--- config.mk ---
export PLATFORM = sky130hd
export DESIGN_NAME = iqft3_pipelined_flat
export DESIGN_NICKNAME = d
export VERILOG_FILES = /design/src/rtl/iqft3_pipelined_if.sv /design/src/rtl/iqft3_pipelined.sv /design/src/flat_wrapper.sv
export SDC_FILE = /design/constraint.sdc
export NUM_CORES = 2
export LEC_CHECK = 0
export ABC_CLOCK_PERIOD_IN_PS = 6350
export CAP_MARGIN = 20
export CORE_ASPECT_RATIO = 0.8
export CORE_UTILIZATION = 50
export CTS_BUF_LIST = sky130_fd_sc_hd__clkbuf_8
export DETAILED_ROUTE_END_ITERATION = 12
export MAX_ROUTING_LAYER = met4
export PLACE_DENSITY = 0.7
export SLEW_MARGIN = 20
export SYNTH_ARGS = -nofsm -noshare
export SYNTH_HDL_FRONTEND = slang
export SYNTH_SLANG_ARGS = --single-unit
export TNS_END_PERCENT = 30
--- constraint.sdc ---
create_clock -name clk -period 6.35 [get_ports clk]
set_clock_uncertainty 0.1 [all_clocks]
set_input_delay 0.9525 -clock clk [delete_from_list [all_inputs] [get_ports clk]]
set_output_delay 0.9525 -clock clk [all_outputs]
set_load 0.01 [all_outputs]
--- src/rtl/iqft3_pipelined_if.sv ---
// Vector bus for the 3-qubit inverse QFT pipeline.
// Carries one 8-amplitude complex input vector with its valid bit and the
// transformed output vector with its valid bit. Amplitudes are signed S3.4.
//   master : producer/consumer side (drives in_valid, iXYZ_*, reads out_valid, fXYZ_*)
//   slave  : datapath side (reads the input vector, drives the output vector)
interface iqft3_pipelined_if;
  localparam int unsigned TOTAL_WIDTH = 8;

  logic                          in_valid;
  logic signed [TOTAL_WIDTH-1:0] i000_r, i000_i, i001_r, i001_i;
  logic signed [TOTAL_WIDTH-1:0] i010_r, i010_i, i011_r, i011_i;
  logic signed [TOTAL_WIDTH-1:0] i100_r, i100_i, i101_r, i101_i;
  logic signed [TOTAL_WIDTH-1:0] i110_r, i110_i, i111_r, i111_i;

  logic                          out_valid;
  logic signed [TOTAL_WIDTH-1:0] f000_r, f000_i, f001_r, f001_i;
  logic signed [TOTAL_WIDTH-1:0] f010_r, f010_i, f011_r, f011_i;
  logic signed [TOTAL_WIDTH-1:0] f100_r, f100_i, f101_r, f101_i;
  logic signed [TOTAL_WIDTH-1:0] f110_r, f110_i, f111_r, f111_i;

  modport master (
    output in_valid,
    output i000_r, i000_i, i001_r, i001_i, i010_r, i010_i, i011_r, i011_i,
    output i100_r, i100_i, i101_r, i101_i, i110_r, i110_i, i111_r, i111_i,
    input  out_valid,
    input  f000_r, f000_i, f001_r, f001_i, f010_r, f010_i, f011_r, f011_i,
    input  f100_r, f100_i, f101_r, f101_i, f110_r, f110_i, f111_r, f111_i
  );

  modport slave (
    input  in_valid,
    input  i000_r, i000_i, i001_r, i001_i, i010_r, i010_i, i011_r, i011_i,
    input  i100_r, i100_i, i101_r, i101_i, i110_r, i110_i, i111_r, i111_i,
    output out_valid,
    output f000_r, f000_i, f001_r, f001_i, f010_r, f010_i, f011_r, f011_i,
    output f100_r, f100_i, f101_r, f101_i, f110_r, f110_i, f111_r, f111_i
  );
endinterface

--- src/rtl/iqft3_pipelined.sv ---
// Fully pipelined 3-qubit inverse QFT, 7 register stages, one vector per cycle.
// S0 register + bit-reversal swap, S1 H(q0), S2 CROT(-pi/2) q0->q1, S3 H(q1),
// S4 CROT(-pi/4) q0->q2, S5 CROT(-pi/2) q1->q2, S6 H(q2) driving the outputs.
// Ports:
//   clk : clock, rising edge
//   rst : synchronous active-high reset, clears data and valid bits
//   bus : iqft3_pipelined_if.slave (in_valid, iXYZ_r/i in; out_valid, fXYZ_r/i out)
module iqft3_pipelined (
  input  logic                clk,
  input  logic                rst,
  iqft3_pipelined_if.slave    bus
);

  localparam int unsigned TOTAL_WIDTH = 8;
  localparam int unsigned FRAC_WIDTH  = 4;
  localparam int unsigned N_AMP       = 8;
  localparam int unsigned N_STG       = 7;
  localparam int unsigned PROD_WIDTH  = 17;

  typedef logic signed [TOTAL_WIDTH-1:0] amp_t;
  typedef logic signed [PROD_WIDTH-1:0]  prod_t;

  // 1/sqrt(2) ~ 11/16, and the two conjugate phase factors
  localparam amp_t H_COEF = 8'sd11;
  localparam amp_t R2_RE  = 8'sd0;
  localparam amp_t R2_IM  = -8'sd16;
  localparam amp_t R4_RE  = 8'sd11;
  localparam amp_t R4_IM  = -8'sd11;

  amp_t              in_r [N_AMP];
  amp_t              in_i [N_AMP];
  amp_t              re_q [N_STG][N_AMP];
  amp_t              im_q [N_STG][N_AMP];
  amp_t              re_d [N_STG][N_AMP];
  amp_t              im_d [N_STG][N_AMP];
  logic [N_STG-1:0]  vld_q;
  logic [N_STG-1:0]  vld_d;

  // Clamp a wide signed value into the amplitude range
  function automatic amp_t sat(input prod_t x);
    amp_t y;
    if (x > 17'sd127)       y = 8'sd127;
    else if (x < -17'sd128) y = -8'sd128;
    else                    y = amp_t'(x[TOTAL_WIDTH-1:0]);
    return y;
  endfunction

  // Hadamard butterfly leg: sub=0 gives (a+b)*11>>>4, sub=1 gives (a-b)*11>>>4
  function automatic amp_t h_leg(input amp_t a, input amp_t b, input logic sub);
    logic signed [TOTAL_WIDTH:0] s;
    prod_t p;
    s = sub ? (9'(a) - 9'(b)) : (9'(a) + 9'(b));
    p = 17'(s) * 17'(H_COEF);
    return sat(p >>> FRAC_WIDTH);
  endfunction

  function automatic amp_t cmul_re(input amp_t ar, input amp_t ai, input amp_t cr, input amp_t ci);
    prod_t p;
    p = 17'(ar) * 17'(cr) - 17'(ai) * 17'(ci);
    return sat(p >>> FRAC_WIDTH);
  endfunction

  function automatic amp_t cmul_im(input amp_t ar, input amp_t ai, input amp_t cr, input amp_t ci);
    prod_t p;
    p = 17'(ar) * 17'(ci) + 17'(ai) * 17'(cr);
    return sat(p >>> FRAC_WIDTH);
  endfunction

  // Unpack the named input amplitudes into an index-addressable array
  assign in_r[0] = bus.i000_r;  assign in_i[0] = bus.i000_i;
  assign in_r[1] = bus.i001_r;  assign in_i[1] = bus.i001_i;
  assign in_r[2] = bus.i010_r;  assign in_i[2] = bus.i010_i;
  assign in_r[3] = bus.i011_r;  assign in_i[3] = bus.i011_i;
  assign in_r[4] = bus.i100_r;  assign in_i[4] = bus.i100_i;
  assign in_r[5] = bus.i101_r;  assign in_i[5] = bus.i101_i;
  assign in_r[6] = bus.i110_r;  assign in_i[6] = bus.i110_i;
  assign in_r[7] = bus.i111_r;  assign in_i[7] = bus.i111_i;

  // Next-state for every stage: pass-through first, then gate overrides
  always_comb begin
    vld_d = {vld_q[N_STG-2:0], bus.in_valid};

    for (int n = 0; n < 8; n++) begin
      // S0 bit-reverses the index (q2 q1 q0 -> q0 q1 q2), swapping 1<->4 and 3<->6
      re_d[0][n] = in_r[{n[0], n[1], n[2]}];
      im_d[0][n] = in_i[{n[0], n[1], n[2]}];
      for (int s = 1; s < 7; s++) begin
        re_d[s][n] = re_q[s-1][n];
        im_d[s][n] = im_q[s-1][n];
      end
    end

    for (int k = 0; k < 4; k++) begin
      // S1: H on q0, pairs (2k, 2k+1)
      re_d[1][2*k]   = h_leg(re_q[0][2*k], re_q[0][2*k+1], 1'b0);
      re_d[1][2*k+1] = h_leg(re_q[0][2*k], re_q[0][2*k+1], 1'b1);
      im_d[1][2*k]   = h_leg(im_q[0][2*k], im_q[0][2*k+1], 1'b0);
      im_d[1][2*k+1] = h_leg(im_q[0][2*k], im_q[0][2*k+1], 1'b1);
      // S3: H on q1, pairs (0,2) (1,3) (4,6) (5,7)
      re_d[3][(k%2)+4*(k/2)]   = h_leg(re_q[2][(k%2)+4*(k/2)], re_q[2][(k%2)+4*(k/2)+2], 1'b0);
      re_d[3][(k%2)+4*(k/2)+2] = h_leg(re_q[2][(k%2)+4*(k/2)], re_q[2][(k%2)+4*(k/2)+2], 1'b1);
      im_d[3][(k%2)+4*(k/2)]   = h_leg(im_q[2][(k%2)+4*(k/2)], im_q[2][(k%2)+4*(k/2)+2], 1'b0);
      im_d[3][(k%2)+4*(k/2)+2] = h_leg(im_q[2][(k%2)+4*(k/2)], im_q[2][(k%2)+4*(k/2)+2], 1'b1);
      // S6: H on q2, pairs (k, k+4)
      re_d[6][k]   = h_leg(re_q[5][k], re_q[5][k+4], 1'b0);
      re_d[6][k+4] = h_leg(re_q[5][k], re_q[5][k+4], 1'b1);
      im_d[6][k]   = h_leg(im_q[5][k], im_q[5][k+4], 1'b0);
      im_d[6][k+4] = h_leg(im_q[5][k], im_q[5][k+4], 1'b1);
    end

    // S2: CROT(-pi/2) q0->q1 on indices 3, 7
    re_d[2][3] = cmul_re(re_q[1][3], im_q[1][3], R2_RE, R2_IM);
    im_d[2][3] = cmul_im(re_q[1][3], im_q[1][3], R2_RE, R2_IM);
    re_d[2][7] = cmul_re(re_q[1][7], im_q[1][7], R2_RE, R2_IM);
    im_d[2][7] = cmul_im(re_q[1][7], im_q[1][7], R2_RE, R2_IM);
    // S4: CROT(-pi/4) q0->q2 on indices 5, 7
    re_d[4][5] = cmul_re(re_q[3][5], im_q[3][5], R4_RE, R4_IM);
    im_d[4][5] = cmul_im(re_q[3][5], im_q[3][5], R4_RE, R4_IM);
    re_d[4][7] = cmul_re(re_q[3][7], im_q[3][7], R4_RE, R4_IM);
    im_d[4][7] = cmul_im(re_q[3][7], im_q[3][7], R4_RE, R4_IM);
    // S5: CROT(-pi/2) q1->q2 on indices 6, 7
    re_d[5][6] = cmul_re(re_q[4][6], im_q[4][6], R2_RE, R2_IM);
    im_d[5][6] = cmul_im(re_q[4][6], im_q[4][6], R2_RE, R2_IM);
    re_d[5][7] = cmul_re(re_q[4][7], im_q[4][7], R2_RE, R2_IM);
    im_d[5][7] = cmul_im(re_q[4][7], im_q[4][7], R2_RE, R2_IM);
  end

  // Stage registers and valid shift register
  always_ff @(posedge clk) begin
    if (rst) begin
      vld_q <= '0;
      for (int s = 0; s < 7; s++) begin
        for (int n = 0; n < 8; n++) begin
          re_q[s][n] <= '0;
          im_q[s][n] <= '0;
        end
      end
    end else begin
      vld_q <= vld_d;
      for (int s = 0; s < 7; s++) begin
        for (int n = 0; n < 8; n++) begin
          re_q[s][n] <= re_d[s][n];
          im_q[s][n] <= im_d[s][n];
        end
      end
    end
  end

  assign bus.out_valid = vld_q[N_STG-1];
  assign bus.f000_r = re_q[6][0];  assign bus.f000_i = im_q[6][0];
  assign bus.f001_r = re_q[6][1];  assign bus.f001_i = im_q[6][1];
  assign bus.f010_r = re_q[6][2];  assign bus.f010_i = im_q[6][2];
  assign bus.f011_r = re_q[6][3];  assign bus.f011_i = im_q[6][3];
  assign bus.f100_r = re_q[6][4];  assign bus.f100_i = im_q[6][4];
  assign bus.f101_r = re_q[6][5];  assign bus.f101_i = im_q[6][5];
  assign bus.f110_r = re_q[6][6];  assign bus.f110_i = im_q[6][6];
  assign bus.f111_r = re_q[6][7];  assign bus.f111_i = im_q[6][7];

endmodule

--- src/flat_wrapper.sv ---
// flat-port wrapper written by rule: the top's interface ports become plain ports
module iqft3_pipelined_flat 
  (clk, rst, bus_in_valid, bus_i000_r, bus_i000_i, bus_i001_r, bus_i001_i, bus_i010_r, bus_i010_i, bus_i011_r, bus_i011_i, bus_i100_r, bus_i100_i, bus_i101_r, bus_i101_i, bus_i110_r, bus_i110_i, bus_i111_r, bus_i111_i, bus_out_valid, bus_f000_r, bus_f000_i, bus_f001_r, bus_f001_i, bus_f010_r, bus_f010_i, bus_f011_r, bus_f011_i, bus_f100_r, bus_f100_i, bus_f101_r, bus_f101_i, bus_f110_r, bus_f110_i, bus_f111_r, bus_f111_i);
  iqft3_pipelined_if bus_i ();
  input  logic clk;
  input  logic rst;
  input wire logic [$bits(bus_i.in_valid)-1:0] bus_in_valid;
  input wire logic [$bits(bus_i.i000_r)-1:0] bus_i000_r;
  input wire logic [$bits(bus_i.i000_i)-1:0] bus_i000_i;
  input wire logic [$bits(bus_i.i001_r)-1:0] bus_i001_r;
  input wire logic [$bits(bus_i.i001_i)-1:0] bus_i001_i;
  input wire logic [$bits(bus_i.i010_r)-1:0] bus_i010_r;
  input wire logic [$bits(bus_i.i010_i)-1:0] bus_i010_i;
  input wire logic [$bits(bus_i.i011_r)-1:0] bus_i011_r;
  input wire logic [$bits(bus_i.i011_i)-1:0] bus_i011_i;
  input wire logic [$bits(bus_i.i100_r)-1:0] bus_i100_r;
  input wire logic [$bits(bus_i.i100_i)-1:0] bus_i100_i;
  input wire logic [$bits(bus_i.i101_r)-1:0] bus_i101_r;
  input wire logic [$bits(bus_i.i101_i)-1:0] bus_i101_i;
  input wire logic [$bits(bus_i.i110_r)-1:0] bus_i110_r;
  input wire logic [$bits(bus_i.i110_i)-1:0] bus_i110_i;
  input wire logic [$bits(bus_i.i111_r)-1:0] bus_i111_r;
  input wire logic [$bits(bus_i.i111_i)-1:0] bus_i111_i;
  output wire logic [$bits(bus_i.out_valid)-1:0] bus_out_valid;
  output wire logic [$bits(bus_i.f000_r)-1:0] bus_f000_r;
  output wire logic [$bits(bus_i.f000_i)-1:0] bus_f000_i;
  output wire logic [$bits(bus_i.f001_r)-1:0] bus_f001_r;
  output wire logic [$bits(bus_i.f001_i)-1:0] bus_f001_i;
  output wire logic [$bits(bus_i.f010_r)-1:0] bus_f010_r;
  output wire logic [$bits(bus_i.f010_i)-1:0] bus_f010_i;
  output wire logic [$bits(bus_i.f011_r)-1:0] bus_f011_r;
  output wire logic [$bits(bus_i.f011_i)-1:0] bus_f011_i;
  output wire logic [$bits(bus_i.f100_r)-1:0] bus_f100_r;
  output wire logic [$bits(bus_i.f100_i)-1:0] bus_f100_i;
  output wire logic [$bits(bus_i.f101_r)-1:0] bus_f101_r;
  output wire logic [$bits(bus_i.f101_i)-1:0] bus_f101_i;
  output wire logic [$bits(bus_i.f110_r)-1:0] bus_f110_r;
  output wire logic [$bits(bus_i.f110_i)-1:0] bus_f110_i;
  output wire logic [$bits(bus_i.f111_r)-1:0] bus_f111_r;
  output wire logic [$bits(bus_i.f111_i)-1:0] bus_f111_i;
  assign bus_i.in_valid = bus_in_valid;
  assign bus_i.i000_r = bus_i000_r;
  assign bus_i.i000_i = bus_i000_i;
  assign bus_i.i001_r = bus_i001_r;
  assign bus_i.i001_i = bus_i001_i;
  assign bus_i.i010_r = bus_i010_r;
  assign bus_i.i010_i = bus_i010_i;
  assign bus_i.i011_r = bus_i011_r;
  assign bus_i.i011_i = bus_i011_i;
  assign bus_i.i100_r = bus_i100_r;
  assign bus_i.i100_i = bus_i100_i;
  assign bus_i.i101_r = bus_i101_r;
  assign bus_i.i101_i = bus_i101_i;
  assign bus_i.i110_r = bus_i110_r;
  assign bus_i.i110_i = bus_i110_i;
  assign bus_i.i111_r = bus_i111_r;
  assign bus_i.i111_i = bus_i111_i;
  assign bus_out_valid = bus_i.out_valid;
  assign bus_f000_r = bus_i.f000_r;
  assign bus_f000_i = bus_i.f000_i;
  assign bus_f001_r = bus_i.f001_r;
  assign bus_f001_i = bus_i.f001_i;
  assign bus_f010_r = bus_i.f010_r;
  assign bus_f010_i = bus_i.f010_i;
  assign bus_f011_r = bus_i.f011_r;
  assign bus_f011_i = bus_i.f011_i;
  assign bus_f100_r = bus_i.f100_r;
  assign bus_f100_i = bus_i.f100_i;
  assign bus_f101_r = bus_i.f101_r;
  assign bus_f101_i = bus_i.f101_i;
  assign bus_f110_r = bus_i.f110_r;
  assign bus_f110_i = bus_i.f110_i;
  assign bus_f111_r = bus_i.f111_r;
  assign bus_f111_i = bus_i.f111_i;
  iqft3_pipelined u_core (.clk(clk), .rst(rst), .bus(bus_i));
endmodule
# After elaboration in Yosys (flattened, before gate mapping)

Memories as Yosys holds them, arrays and structs flattened.
Cells that the tools add are included.

Add/sub/neg operators: 64
Multipliers: 56
Div/mod/pow operators: 0
$lt $le $gt $ge: 120
Equality and inequality tests: 0
Shift-type cells: 0
Mux-type cells: 235
Bitwise operators: 112
Reduce and logical (&&, ||, !) cells: 0

Operators with widths:

| cell                                                                              | count |
|---|---|
| 8-bit 2-to-1 mux                                                                  | 232 |
| 9-bit by 5-bit multiplier with 14-bit output (second input constant)              | 48 |
| 10-bit by 8-bit greater-than comparator with 1-bit output (second input constant) | 48 |
| 10-bit by 8-bit less-than comparator with 1-bit output (second input constant)    | 48 |
| 8-bit by 8-bit adder with 9-bit output                                            | 24 |
| 8-bit by 8-bit subtractor with 9-bit output                                       | 24 |
| 13-bit by 8-bit greater-than comparator with 1-bit output (second input constant) | 12 |
| 13-bit by 8-bit less-than comparator with 1-bit output (second input constant)    | 12 |
| 1-bit OR                                                                          | 112 |
| 8-bit by 5-bit multiplier with 13-bit output (second input constant)              | 8 |
| 8-bit negator with 13-bit output                                                  | 8 |
| 1-bit by 17-bit subtractor with 17-bit output (first input constant)              | 4 |
| 13-bit by 13-bit adder with 14-bit output                                         | 2 |
| 13-bit by 13-bit subtractor with 14-bit output                                    | 2 |
| 1-bit 2-to-1 mux                                                                  | 3 |

Register bits after elaboration: 7
Latch bits: 0
Memory bits (writable): 896
Memory bits (read-only): 0
Bits of input ports: 131
Output and inout bits: 129
Word-level logic and storage cells: 590
Memories kept: 2

Memory list:

| memory      | words | bits a word | rd ports | clocked after memory_dff | write ports | line                  | source |
|---|---|---|---|---|---|---|---|
| u_core.im_q | 7     | 64          | 7        | 0                        | 7           | iqft3_pipelined.sv:33 | `amp_t im_q [N_STG][N_AMP];` |
| u_core.re_q | 7     | 64          | 7        | 0                        | 7           | iqft3_pipelined.sv:32 | `amp_t re_q [N_STG][N_AMP];` |

# Depth between registers and ports, before layout

An unclocked memory read counts as a cell.

Word-level depth: 7
Depth in mapped cells: 25
Gate-level depth less buffers: 24

# Least setup slack after synthesis

No wires, ideal clock.

Path kind: register to register
Start point: mem u_core.im_q[0][129] (netlist bit)
End point: mem u_core.im_q[0][193] (netlist bit)
Library setup time: 0.146 ns
Data arrival time: 4.985 ns
Required time: 6.104 ns
Slack: 1.120 ns
Stages on the path, launching flop included: 22
Buffers on the path: 0
Clock period less this slack: 5.230 ns
Cell sequence: dfxtp_1 inv_1 ha_1 nor2b_1 o31a_1 o31ai_1 a21oi_1 xnor2_1 inv_1 ha_1 inv_1 fa_1 inv_1 ha_1 nand3_1 a2111oi_0 o41ai_2 nor4b_1 a311oi_1 nand3_1 a31oi_1 o32ai_1

RTL lines:

| item               | line |
|---|---|
| start: declaration | iqft3_pipelined.sv:33 |

==> summary.md <==
| Metric | Value |
|---|---|
| Run status | `complete, no violations` |
| Latest clock arrival within the worst-skew pair | `0.92 ns` |
| Proportion of netlist area held by the largest area contributor | `20.75%` |
| Instance area at placement | `96130 sq um` |
| Cell area after layout | `99710 sq um` |
| Number of levels the H-tree was split into | `4` |
| Fin crit share | `90.98%` |
| Number of cells in the design after placement | `13220` |
| Number of setup buffers added after CTS | `0` |
| Number of enable-type register cells in the synthesized netlist | `0` |
| Cell with the most instances after synthesis | `sky130_fd_sc_hd__inv_1` |
| Via count normalized by instance count | `5.293` |
| CTS Buffer Depth | `3` |
| Floorplan Core Area | `182700 sq um` |
| Total number of placement rows | `140` |
| Final cell count without fillers | `13500` |
| Global-route wire length before repair | `339500 um` |
| Post-synth design cell area | `92360 sq um` |
| Hold_ws | `0.3238 ns` |
| Post-Synthesis Net Count | `13000` |
| Post-Route Setup TNS | `0 ns` |
| Antenna violations before repair | `10` |
| WHS Endpoint | `u_core.re_q[1][104]$_SDFF_PP0_` |
| Buffer cell driving the clock tree root | `sky130_fd_sc_hd__clkbuf_8` |
| Total count of hold-check failures in the final report | `0` |
| Most used flip-flop cell after synthesis | `sky130_fd_sc_hd__dfxtp_1` |
| Wire length reported by the detailed router | `203800 um` |
| Net count of the finished layout | `13040` |
| # DRC | `0` |
| Clk pin slew, worst setup/hold paths | `0.08 ns` |
| Total global routing track utilization | `22.27%` |
| Synthesized flop and latch total | `903` |
| # hold bufs at CTS | `0` |
| Startpoint of the worst register-to-register path | `u_core.im_q[0][129]$_SDFF_PP0_` |
| Post-DP HPWL | `168400 um` |
| Via count of the first global-routing pass | `69550` |
| Reg2Reg Setup Slack | `0.57 ns` |
| Worst hold path type | `reg2reg` |
| Number of routed nets with antenna violations | `0` |
| Die height | `386.4 um` |
| Actual transition at the worst max-transition pin | `1.004 ns` |
| Die ar. | `186400 sq um` |
| Detailed Route Iter0 Violations | `4299` |
| Asr flop ratio synth | `0%` |
| I/O pin count | `260` |
| Share of cells above drive strength 1 | `4.936%` |
| Ys Warns | `0` |
| Worst Path Arrival | `6.42 ns` |
| Share of the yosys chip area belonging to registers | `19.57%` |
| Setup repair after global routing missed its margin | `no` |
| Clk sinks | `903` |
| Area growth from synthesis to layout | `7.958%` |
| Starting utilization of the core area | `50.55%` |
| Worst max-slew margin expressed relative to the limit | `32.22%` |
| Capture instance of the worst register-to-register path | `u_core.im_q[0][197]$_SDFF_PP0_` |
| Critical path type | `reg2reg` |
| Final Max Tran Viols | `0` |
| Clock tree from TritonCTS | `done` |
| Total number of vias | `71460` |
| Commonest cells post-synth | `sky130_fd_sc_hd__inv_1, sky130_fd_sc_hd__ha_1, sky130_fd_sc_hd__dfxtp_1, sky130_fd_sc_hd__xnor2_1, sky130_fd_sc_hd__nor2_1` |
| Depth of the worst register-to-register path | `22` |
| Cell count of the worst hold path | `1` |
| Achievable clock frequency | `0.1731 GHz` |
| Average routed wire per standard cell | `15.10 um` |
| Gp weighted congestion | `0.9296` |
| Unique cell type count in the Yosys netlist | `123` |
| Leftover overflow at the end of global routing | `0` |
| Port buffer count | `259` |
| Total clock buffers created by CTS | `152` |
| Biggest area contributors in the synthesized netlist | `sky130_fd_sc_hd__ha_1, sky130_fd_sc_hd__dfxtp_1, sky130_fd_sc_hd__fa_1, sky130_fd_sc_hd__inv_1, sky130_fd_sc_hd__xnor2_1` |
| Crit path time final | `5.777 ns` |
| CP Launch Point | `u_core.im_q[0][129]$_SDFF_PP0_` |
| Number of failing setup endpoints in the final timing report | `0` |
| Maxcap violations | `0` |
| Average size of a mapped cell | `8.458 sq um` |
| Min-delay src | `u_core.re_q[1][40]$_SDFF_PP0_` |
| Type of element launching the critical path | `flip-flop` |
| 1st-pass router iterations | `8` |
| Chip width | `482.5 um` |
| Required time worst endpoint | `6.99 ns` |
| Type of destination of the critical path | `flip-flop` |
| Cell count after synthesis | `10920` |
| Post-synth top area cell | `sky130_fd_sc_hd__ha_1` |
| Number of instances resized during post-cts repair | `0` |
| Worst-path fanout max | `9` |
| Maximum number of pins on one net before global-route repair | `136` |
cells by family (layout without fill, tap and decap cells):
logic type	Yosys count	count (layout)	share of synthesized area (%)
other cells	0	4	0
buf+inv	2307	2470	10.00
fa+ha+maj	1948	1948	29.77
compound gates	2031	2031	15.11
simple gates	2760	2760	16.08
flops	903	903	19.57
xor+xnor	903	903	8.703
mux	67	67	0.7614
sequential cells by signal, summed over array words and instances, names as in the netlist:
register and flops:
u_core.im_q 448, u_core.re_q 448, u_core.vld_q 7
layer usage:
layer	global-route usage (%)	routed length, um	vias up
met4	4.699	3749	0
met3	2.952	9755	260
met1	31.03	102000	33430
li1	-	-	36370
met5	-	0	-
met2	34.21	88320	1402
area by class of cell:
| cell class | count | area, sq um |
|---|---|---|
| well taps | 2414 | 3020 |
| inverters | 1916 | 7194 |
| clock inverters | 86 | 949.7 |
| flip-flops and latches | 903 | 18080 |
| diodes | 4 | 10.01 |
| clock buffers | 187 | 2574 |
| multi-input cells | 7709 | 65080 |
| fillers | 16480 | 82990 |
| repair buffers | 281 | 2800 |
per-stage QoR:
step	utilization, %	setup WS [ns]
2_1_floorplan	-	1.120
3_3_place_gp	52.62	0.6034
3_5_place_dp	52.62	0.4365
4_1_cts	54.55	0.4070
5_1_grt	54.57	0.03615
6_report	54.57	0.5729
worst max-delay path, stage by stage, from the launching register on:
cell and delay, ns:
sky130_fd_sc_hd__dfxtp_1 0.39, sky130_fd_sc_hd__inv_1 0.10, sky130_fd_sc_hd__ha_1 0.31, sky130_fd_sc_hd__nor2b_1 0.14
sky130_fd_sc_hd__o31a_1 0.28, sky130_fd_sc_hd__o31ai_1 0.37, sky130_fd_sc_hd__a21oi_1 0.19, sky130_fd_sc_hd__xnor2_1 0.17
sky130_fd_sc_hd__buf_4 0.17, sky130_fd_sc_hd__inv_1 0.07, sky130_fd_sc_hd__ha_1 0.29, sky130_fd_sc_hd__inv_1 0.05
sky130_fd_sc_hd__fa_1 0.49, sky130_fd_sc_hd__inv_1 0.04, sky130_fd_sc_hd__ha_1 0.32, sky130_fd_sc_hd__nand3_1 0.07
sky130_fd_sc_hd__a2111oi_0 0.55, sky130_fd_sc_hd__o41ai_2 0.27, sky130_fd_sc_hd__nor4b_1 0.20, sky130_fd_sc_hd__a311oi_1 0.28
sky130_fd_sc_hd__nand3_1 0.11, sky130_fd_sc_hd__a31oi_1 0.44, sky130_fd_sc_hd__o32ai_1 0.21
layout by cell type (no fill, tap or decap), types with 25 or more instances in the layout:
| master | instances |
|---|---|
| sky130_fd_sc_hd__a211oi_1 | 47 |
| sky130_fd_sc_hd__a21boi_0 | 25 |
| sky130_fd_sc_hd__a21o_1 | 195 |
| sky130_fd_sc_hd__a21oi_1 | 403 |
| sky130_fd_sc_hd__a221oi_1 | 28 |
| sky130_fd_sc_hd__a22oi_1 | 25 |
| sky130_fd_sc_hd__a31o_2 | 51 |
| sky130_fd_sc_hd__a31oi_1 | 61 |
| sky130_fd_sc_hd__and2_1 | 86 |
| sky130_fd_sc_hd__and3_1 | 82 |
| sky130_fd_sc_hd__and4b_1 | 26 |
| sky130_fd_sc_hd__clkbuf_8 | 187 |
| sky130_fd_sc_hd__clkdlybuf4s50_1 | 258 |
| sky130_fd_sc_hd__dfxtp_1 | 903 |
| sky130_fd_sc_hd__fa_1 | 416 |
| sky130_fd_sc_hd__ha_1 | 1532 |
| sky130_fd_sc_hd__inv_1 | 1936 |
| sky130_fd_sc_hd__mux2i_1 | 43 |
| sky130_fd_sc_hd__nand2_1 | 401 |
| sky130_fd_sc_hd__nand2b_1 | 143 |
| sky130_fd_sc_hd__nand3_1 | 155 |
| sky130_fd_sc_hd__nand3b_1 | 27 |
| sky130_fd_sc_hd__nand4b_1 | 30 |
| sky130_fd_sc_hd__nor2_1 | 602 |
| sky130_fd_sc_hd__nor2b_1 | 562 |
| sky130_fd_sc_hd__nor3_1 | 248 |
| sky130_fd_sc_hd__nor3b_1 | 32 |
| sky130_fd_sc_hd__nor4_1 | 49 |
| sky130_fd_sc_hd__o2111ai_1 | 33 |
| sky130_fd_sc_hd__o211ai_1 | 56 |
| sky130_fd_sc_hd__o21a_1 | 93 |
| sky130_fd_sc_hd__o21ai_0 | 451 |
| sky130_fd_sc_hd__o21bai_1 | 64 |
| sky130_fd_sc_hd__o22ai_1 | 26 |
| sky130_fd_sc_hd__o31ai_1 | 91 |
| sky130_fd_sc_hd__or2_2 | 79 |
| sky130_fd_sc_hd__or3_1 | 109 |
| sky130_fd_sc_hd__xnor2_1 | 644 |
| sky130_fd_sc_hd__xor2_1 | 244 |
worst max path at each step:
stage,to,cells after the start
2_1_floorplan,u_core.im_q[0][193]$_SDFF_PP0_,21
3_3_place_gp,u_core.re_q[1][172]$_SDFF_PP0_,22
3_5_place_dp,u_core.im_q[0][121]$_SDFF_PP0_,22
4_1_cts,u_core.im_q[0][121]$_SDFF_PP0_,22
5_1_grt,u_core.im_q[0][85]$_SDFF_PP0_,20
6_report,u_core.im_q[0][197]$_SDFF_PP0_,22
Power is not shown: default switching activity piles up to over one toggle a cycle in this logic, so the estimate is an artifact.
